==> config.mk <==
export PLATFORM = sky130hd
export DESIGN_NAME = regfile_write_arbiter
export DESIGN_NICKNAME = d
export VERILOG_FILES = /design/src/rtl/regfile_pkg.sv /design/src/rtl/rr_arbiter.sv /design/src/rtl/regfile_write_arbiter.sv
export SDC_FILE = /design/constraint.sdc
export NUM_CORES = 1
export LEC_CHECK = 0
export CAP_MARGIN = 20
export CORE_MARGIN = 2
export CORE_UTILIZATION = 29
export CTS_CLUSTER_DIAMETER = 200
export DETAILED_ROUTE_END_ITERATION = 7
export PLACE_DENSITY = 0.62
export SYNTH_ARGS = -nofsm -noshare
export SYNTH_HDL_FRONTEND = slang
export SYNTH_SLANG_ARGS = --single-unit
==> constraint.sdc <==
create_clock -name clk -period 1.7 [get_ports clk]
set_input_delay 0.34 -clock clk [delete_from_list [all_inputs] [get_ports clk]]
set_output_delay 0.34 -clock clk [all_outputs]
set_load 0.005 [all_outputs]
==> src/rtl/regfile_pkg.sv <==
// Shared register-file constants, reused by the write arbiter, the register file and issue logic.
package regfile_pkg;

  localparam int unsigned REG_ADDR_W = 5;
  localparam int unsigned DATA_W     = 32;
  localparam int unsigned NUM_REGS   = 32;
  localparam logic [REG_ADDR_W-1:0] ZERO_REG = '0;

endpackage

==> src/rtl/rr_arbiter.sv <==
// Rotating-priority arbiter: scans from the pointer, grants the first requester (one-hot),
// then moves the pointer just past the winner.
module rr_arbiter #(
  parameter int unsigned N = 2
) (
  input  logic         clk_i,
  input  logic         reset_i,
  input  logic [N-1:0] request_i,
  output logic [N-1:0] grant_o
);

  localparam int unsigned PtrW = (N > 1) ? $clog2(N) : 1;

  logic [PtrW-1:0] ptr_q, ptr_d, idx;
  logic            found;

  always_comb begin
    grant_o = '0;
    ptr_d   = ptr_q;
    found   = 1'b0;
    idx     = '0;
    for (int unsigned k = 0; k < N; k++) begin
      idx = PtrW'((32'(ptr_q) + k) % N);
      if (!found && request_i[idx]) begin
        grant_o[idx] = 1'b1;
        found        = 1'b1;
        ptr_d        = PtrW'((32'(idx) + 1) % N);
      end
    end
  end

  always_ff @(posedge clk_i) begin
    if (reset_i) begin
      ptr_q <= '0;
    end else begin
      ptr_q <= ptr_d;
    end
  end

endmodule

==> src/rtl/regfile_write_arbiter.sv <==
// Shares the register-file write port among writeback sources and tracks per-register
// outstanding writes in a single-bit busy scoreboard.
module regfile_write_arbiter
  import regfile_pkg::*;
#(
  parameter int unsigned NUM_REQ    = 2,
  parameter int unsigned REG_ADDR_W = regfile_pkg::REG_ADDR_W,
  parameter int unsigned DATA_W     = regfile_pkg::DATA_W
) (
  input  logic                          clk,
  input  logic                          reset,
  input  logic [NUM_REQ-1:0]            reqValid,
  input  logic [NUM_REQ*REG_ADDR_W-1:0] reqReg,
  input  logic [NUM_REQ*DATA_W-1:0]     reqData,
  output logic [NUM_REQ-1:0]            reqReady,
  input  logic                          reserveValid,
  input  logic [REG_ADDR_W-1:0]         reserveReg,
  output logic [REG_ADDR_W-1:0]         writeReg,
  output logic [DATA_W-1:0]             writeData,
  output logic                          writeEnable,
  output logic [NUM_REGS-1:0]           busy
);

  logic [NUM_REQ-1:0]    request, grant;
  logic [REG_ADDR_W-1:0] sel_reg;
  logic [DATA_W-1:0]     sel_data;
  logic                  accepted;

  logic                  we_q, we_d;
  logic [REG_ADDR_W-1:0] wreg_q, wreg_d;
  logic [DATA_W-1:0]     wdata_q, wdata_d;
  logic [NUM_REGS-1:0]   busy_q, busy_d;

  // No grants while reset is held, so nothing is handshaken into a stage being cleared.
  assign request = reqValid & {NUM_REQ{~reset}};

  rr_arbiter #(
    .N (NUM_REQ)
  ) u_rr_arbiter (
    .clk_i     (clk),
    .reset_i   (reset),
    .request_i (request),
    .grant_o   (grant)
  );

  always_comb begin
    sel_reg  = '0;
    sel_data = '0;
    for (int i = 0; i < NUM_REQ; i++) begin
      if (grant[i]) begin
        sel_reg  = reqReg[i*REG_ADDR_W +: REG_ADDR_W];
        sel_data = reqData[i*DATA_W +: DATA_W];
      end
    end
  end

  assign accepted = |grant;

  always_comb begin
    we_d    = accepted && (sel_reg != REG_ADDR_W'(ZERO_REG));
    wreg_d  = accepted ? sel_reg : wreg_q;
    wdata_d = accepted ? sel_data : wdata_q;

    busy_d = busy_q;
    if (we_q) begin
      busy_d[wreg_q] = 1'b0;
    end
    // Applied after the clear: a new producer reserving the same register takes over.
    if (reserveValid && (reserveReg != REG_ADDR_W'(ZERO_REG))) begin
      busy_d[reserveReg] = 1'b1;
    end
    busy_d[0] = 1'b0;
  end

  always_ff @(posedge clk) begin
    if (reset) begin
      we_q    <= 1'b0;
      wreg_q  <= '0;
      wdata_q <= '0;
      busy_q  <= '0;
    end else begin
      we_q    <= we_d;
      wreg_q  <= wreg_d;
      wdata_q <= wdata_d;
      busy_q  <= busy_d;
    end
  end

  assign reqReady    = grant;
  assign writeEnable = we_q;
  assign writeReg    = wreg_q;
  assign writeData   = wdata_q;
  assign busy        = busy_q;

endmodule

Word level (Yosys, flattened, before mapping). Index checks and enable logic that the tools add are counted. Widths: inputs -> output; s select.

Register bits: 71. Input bits: 84.

Add/subtract/negate cells: 2. $lt $le $gt $ge: 8. Multiplexer cells: 23. Bitwise gates (word level): 6. Reductions and logical operators: 12.

Operator list (count): $mux 32 (4); $and 32x32->32 (1); $not 32->32 (1); $or 32x32->32 (1); $lt 5x6->1 const B (2); $mux 1 (11); $demux 1 s5 (2); $ge 5x1->1 const B (2); $mux 5 (2); $reduce_bool 5->1 (2); $logic_and 1x1->1 (7); $lt 1x2->1 const B (2); $mux 2 (2); $add 1x1->1 const B (2); $and 2x2->2 (1); $demux 1 s1 (2); $ge 1x1->1 const B (2); $or 2x2->2 (1); $reduce_bool 2->1 (1); $reduce_or 2->1 (1); $logic_not 1->1 (1); $not 1->1 (1).

Logic depth before layout (Yosys ltp).
Depth after elaboration: 12. Gate-level depth with buffers: 6.

Hierarchy. Synthesis repeated with hierarchy kept, for this count alone.

Cell total of the unflattened synthesis: 333. Area total of the unflattened synthesis: 3239.4 µm².

Modules (own cells, without submodules): regfile_write_arbiter (instances 1, cells an instance 327, area an instance 3180.6 µm², seq. area each 1381.3 µm²); rr_arbiter (instances 1, cells an instance 6, area an instance 58.8 µm², seq. area each 20.0 µm²).

Least setup slack after synthesis. No wires, ideal clock.

Path type: register -> output. From: register u_rr_arbiter.ptr_q. To: output reqReady[1]. Arrival time: 1.088 ns. Required time: 1.360 ns. Slack: 0.272 ns. Cell stages (with the launch flop): 6. Path buffers: 2. Cells stage by stage: dfxtp_1 > nand2b_4 > and2_1 > buf_6 > buf_6 > nor2b_1.

Cells in the longest elaborated chain, start to end: 7. Elaborated cells on any way between the ends: 21.

Ends and longest elaborated chain: start, declared (RTL line rr_arbiter.sv:14) `logic [PtrW-1:0] ptr_q, ptr_d, idx;`; start signal, assigned (RTL line rr_arbiter.sv:36) `ptr_q <= ptr_d;`; $add 1x1->1 (tied with other cells) (RTL line rr_arbiter.sv:23) `idx = PtrW'((32'(ptr_q) + k) % N);`; $lt 1x2->1 (implied by the code) (tied with other cells) (RTL line rr_arbiter.sv:25) `grant_o[idx] = 1'b1;`; $logic_and 1x1->1 (implied by the code) / $mux 1 (equally long branches) (RTL line rr_arbiter.sv:25); $mux 1 (implied by the code) / $demux 1 s1 (equally long branches); $demux 1 s1 / $mux 2 (equally long branches); $or 2x2->2 (no line); $mux 2 (*) (RTL line rr_arbiter.sv:24) `if (!found && request_i[idx]) begin`; end, declared (RTL line regfile_write_arbiter.sv:15) `output logic [NUM_REQ-1:0] reqReady,`.

Mark *: on every way between the ends. The rest lies on a longest branch, timed or not. The select of a mux whose other input is x is not followed.

Worst setup path in the final report.
From: register we_q (netlist: writeEnable). To: output writeEnable.

RTL lines: start, declared (RTL line regfile_write_arbiter.sv:29) `logic we_q, we_d;`; start signal, assigned (RTL line regfile_write_arbiter.sv:82) `we_q <= we_d;`; end, declared (RTL line regfile_write_arbiter.sv:20) `output logic writeEnable,`.

No word-level cell between the ends.

==> impl_metrics.json <==
{
  "coreArea_um2": 10900,
  "cts_buffers": 9,
  "antenna_cells": 0,
  "syn_to_final_growth_pct": 56.8,
  "synth_area_leader_cell": "dfxtp_1",
  "cts_htree_levels": 3,
  "ioPinCount": 156,
  "worst_clock_skew_ns": 0.00875,
  "p_int_uw": 2830,
  "setup_viol": 0,
  "required_ns": 1.36,
  "yosys_warnings": 0,
  "globalplace.congestion": 0.860,
  "rsz0062_at_grt": "false",
  "synth_seq_cells": 70,
  "path_max_fanout": 5,
  "final_util_pct": 46.9,
  "clock_power_share_pct": 32.7,
  "critPathCaptureType": "output pin",
  "p_leak_uw": 0.00185,
  "ant_nets": 0,
  "setup-tns-final_ns": 0,
  "fmax_mhz": 615,
  "start_util_pct": 29.9,
  "synth.area.top_cells": "dfxtp_1, a211oi_2, o22ai_2",
  "fin_crit_sh_pct": 95.6,
  "drive_gt1_share_pct": 18.9,
  "crit_buf_inv": 1,
  "fin_nets": 582,
  "criticalPathCategory": "reg2out",
  "die_h_um": 110,
  "dieArea_um2": 12100,
  "syn_avg_cell_area_um2": 9.57,
  "first_global_vias": 3306,
  "grt_pass1_wl_um": 16000,
  "clk_latency_ns": 0.34,
  "cts_sinks": 70,
  "critPathMaxStageDelay_ns": 0.56,
  "p_sw_share_pct": 26.5,
  "cpLargestDelayFamily": "buffers and inverters",
  "synth_edf_count": 0,
  "detailed_place_hpwl_um": 7400,
  "yosysSeqAreaShare_pct": 43.1,
  "cts_setup_buffers": 0,
  "final-hold-violation-count": 0,
  "min_period_ns": 1.63,
  "vias_per_cell": 4.93,
  "hold_path_class": "reg2reg",
  "start_kind": "register",
  "clk_pin_slew_ns": 0.07,
  "maxCapViolations": 0,
  "arrival_ns": 1.29,
  "vias": 3168,
  "status": "finished, final reports clean",
  "drt_iter0_drc": 98,
  "first_pass_iters": 4,
  "clock_path_buffers": 2,
  "synthDistinctLibCells": 36,
  "antenna_found_initial": 0,
  "p_comb_share_pct": 21.1,
  "critical_path.slowest_cell": "clkdlybuf4s50_1",
  "grt_max_degree": 40,
  "cp_cell_sequence": "clkdlybuf4s50_1",
  "drv_slew": 0,
  "std_cell_rows": 38,
  "pwr_density_cell_nw_per_um2": 755,
  "p_total_uw": 3860,
  "cts_root_buf": "clkbuf_8",
  "cts_tree": "yes",
  "wl_per_cell_um": 16.3,
  "synth_flop_cell": "dfxtp_1",
  "holdBufCountCts": 0,
  "yosys.area.top_type_share_pct": 43.1,
  "synthesis.nets": 424,
  "die_x_um": 110,
  "peakVddDrop_v": 0.000380,
  "track_usage_pct": 17.2,
  "wl_um": 10500,
  "fin_cells": 643,
  "portBuffers": 154,
  "drc": 0,
  "synthCells": 340,
  "net-switching-power_uw": 1020,
  "fillers": 1055,
  "dp_cells": 627,
  "pwr-share-seq_pct": 46.2,
  "synth-async-reset-ratio_pct": 0,
  "syn_area_um2": 3250,
  "grt_overflow": 0
}
[timing repair]
action | 4_1_cts | 5_1_grt
pin swaps | 1 | 0
setup endpoints to repair | 5 | 4
resized for setup | 12 | 5
hold endpoints to repair | 0 | 0
[power groups by stage]
stage	clock network, µW	registers, µW	logic [µW]
after floorplan	0	1820	373
after global placement	0	1820	809
after detailed placement	0	1820	815
after CTS	1320	1780	820
after global routing	1380	1790	881
final	1260	1780	813
[stage by stage]
stage | worst slack [ns] | cell area, µm² | hold WS, ns
final | 0.0743 | 5100 | 0.478
after global routing | 0.0179 | 5100 | 0.511
after CTS | -0.0478 | 5110 | 0.477
after detailed placement | -0.540 | 4910 | 0.467
after global placement | -0.543 | 4910 | 0.460
after floorplan | 0.272 | 3250 | 0.470
[cell type report]
cell class | count | area (µm²) | area share, %
clock buffer | 13 | 169 | 3.31
clock inverter | 3 | 17.5 | 0.343
inverter | 26 | 97.6 | 1.91
multi-input combinational | 217 | 1550 | 30.3
sequential | 70 | 1410 | 27.6
tap | 140 | 175 | 3.43
timing repair buffer | 174 | 1690 | 33.0
[metal layers]
metal	GRT usage (%)	up-vias	share of wire, %
met5	0	-	0
met3	5.16	15	9.1
met4	6.51	0	1.5
met2	30.1	130	48
met1	19.5	1475	42
li1	-	1548	-
[state kept, by name (all words and copies together) (netlist names)]
signal / count
writeData: 32
busy: 31
writeReg: 5
u_rr_arbiter.ptr_q: 1
writeEnable: 1
[path summary, 6_finish.rpt]
check / start / endpoint / slack, ns / cells past startpoint
setup / recovery: writeEnable$_SDFF_PP0_ / writeEnable / 0.07 / 1
hold / removal: busy[1]$_SDFF_PP0_ / busy[1]$_SDFF_PP0_ / 0.48 / 2
setup reg to reg: u_rr_arbiter.ptr_q$_SDFFE_PP0P_ / writeData[18]$_SDFFE_PP0P_ / 0.23 / 5
hold reg to reg: busy[1]$_SDFF_PP0_ / busy[1]$_SDFF_PP0_ / 0.48 / 2
[cells in the final DEF (no fill, tap or decap), types with 2 or more instances in the layout]
cell               n
or2_2              2
nor3b_1            4
o22ai_2           19
a211oi_2          25
dfxtp_1           67
nor2_1            10
dlygate4sd2_1      2
o21ai_0           31
and3_1             2
dfxtp_4            2
a32oi_1           12
and3b_1            5
inv_1             26
clkinv_2           2
nand2_1           33
clkdlybuf4s50_1  149
buf_2              2
or3b_2             3
buf_4             19
nand3b_1           5
a211oi_1          11
o22ai_1            7
clkbuf_8          12
nand3_1            2
a21oi_1           33
[kinds of logic (layout without fill, tap and decap cells)]
kind of cell | count (synthesis) | after routing | share of synthesized area [%]
compound gates | 143 | 143 | 35.3
buf+inv | 53 | 216 | 9.69
other cells | 1 | 1 | 0.115
flops | 70 | 70 | 43.1
simple gates | 73 | 73 | 11.8
[synthesized netlist by cell type, types with 2 or more instances]
library cell / instances
and3b_1: 5
buf_12: 2
nand2_1: 33
inv_1: 26
a211oi_2: 25
and3_1: 2
nand3b_1: 5
nor2_1: 11
o22ai_2: 19
o22ai_1: 7
clkbuf_1: 4
a211oi_1: 11
buf_2: 7
a32oi_1: 12
buf_1: 3
nor3b_1: 4
or3b_2: 3
nand3_1: 2
buf_4: 2
o21ai_0: 31
or2_2: 2
a21oi_1: 33
buf_6: 9
dfxtp_1: 70
No activity file was read; power rests on OpenSTA's default activity.
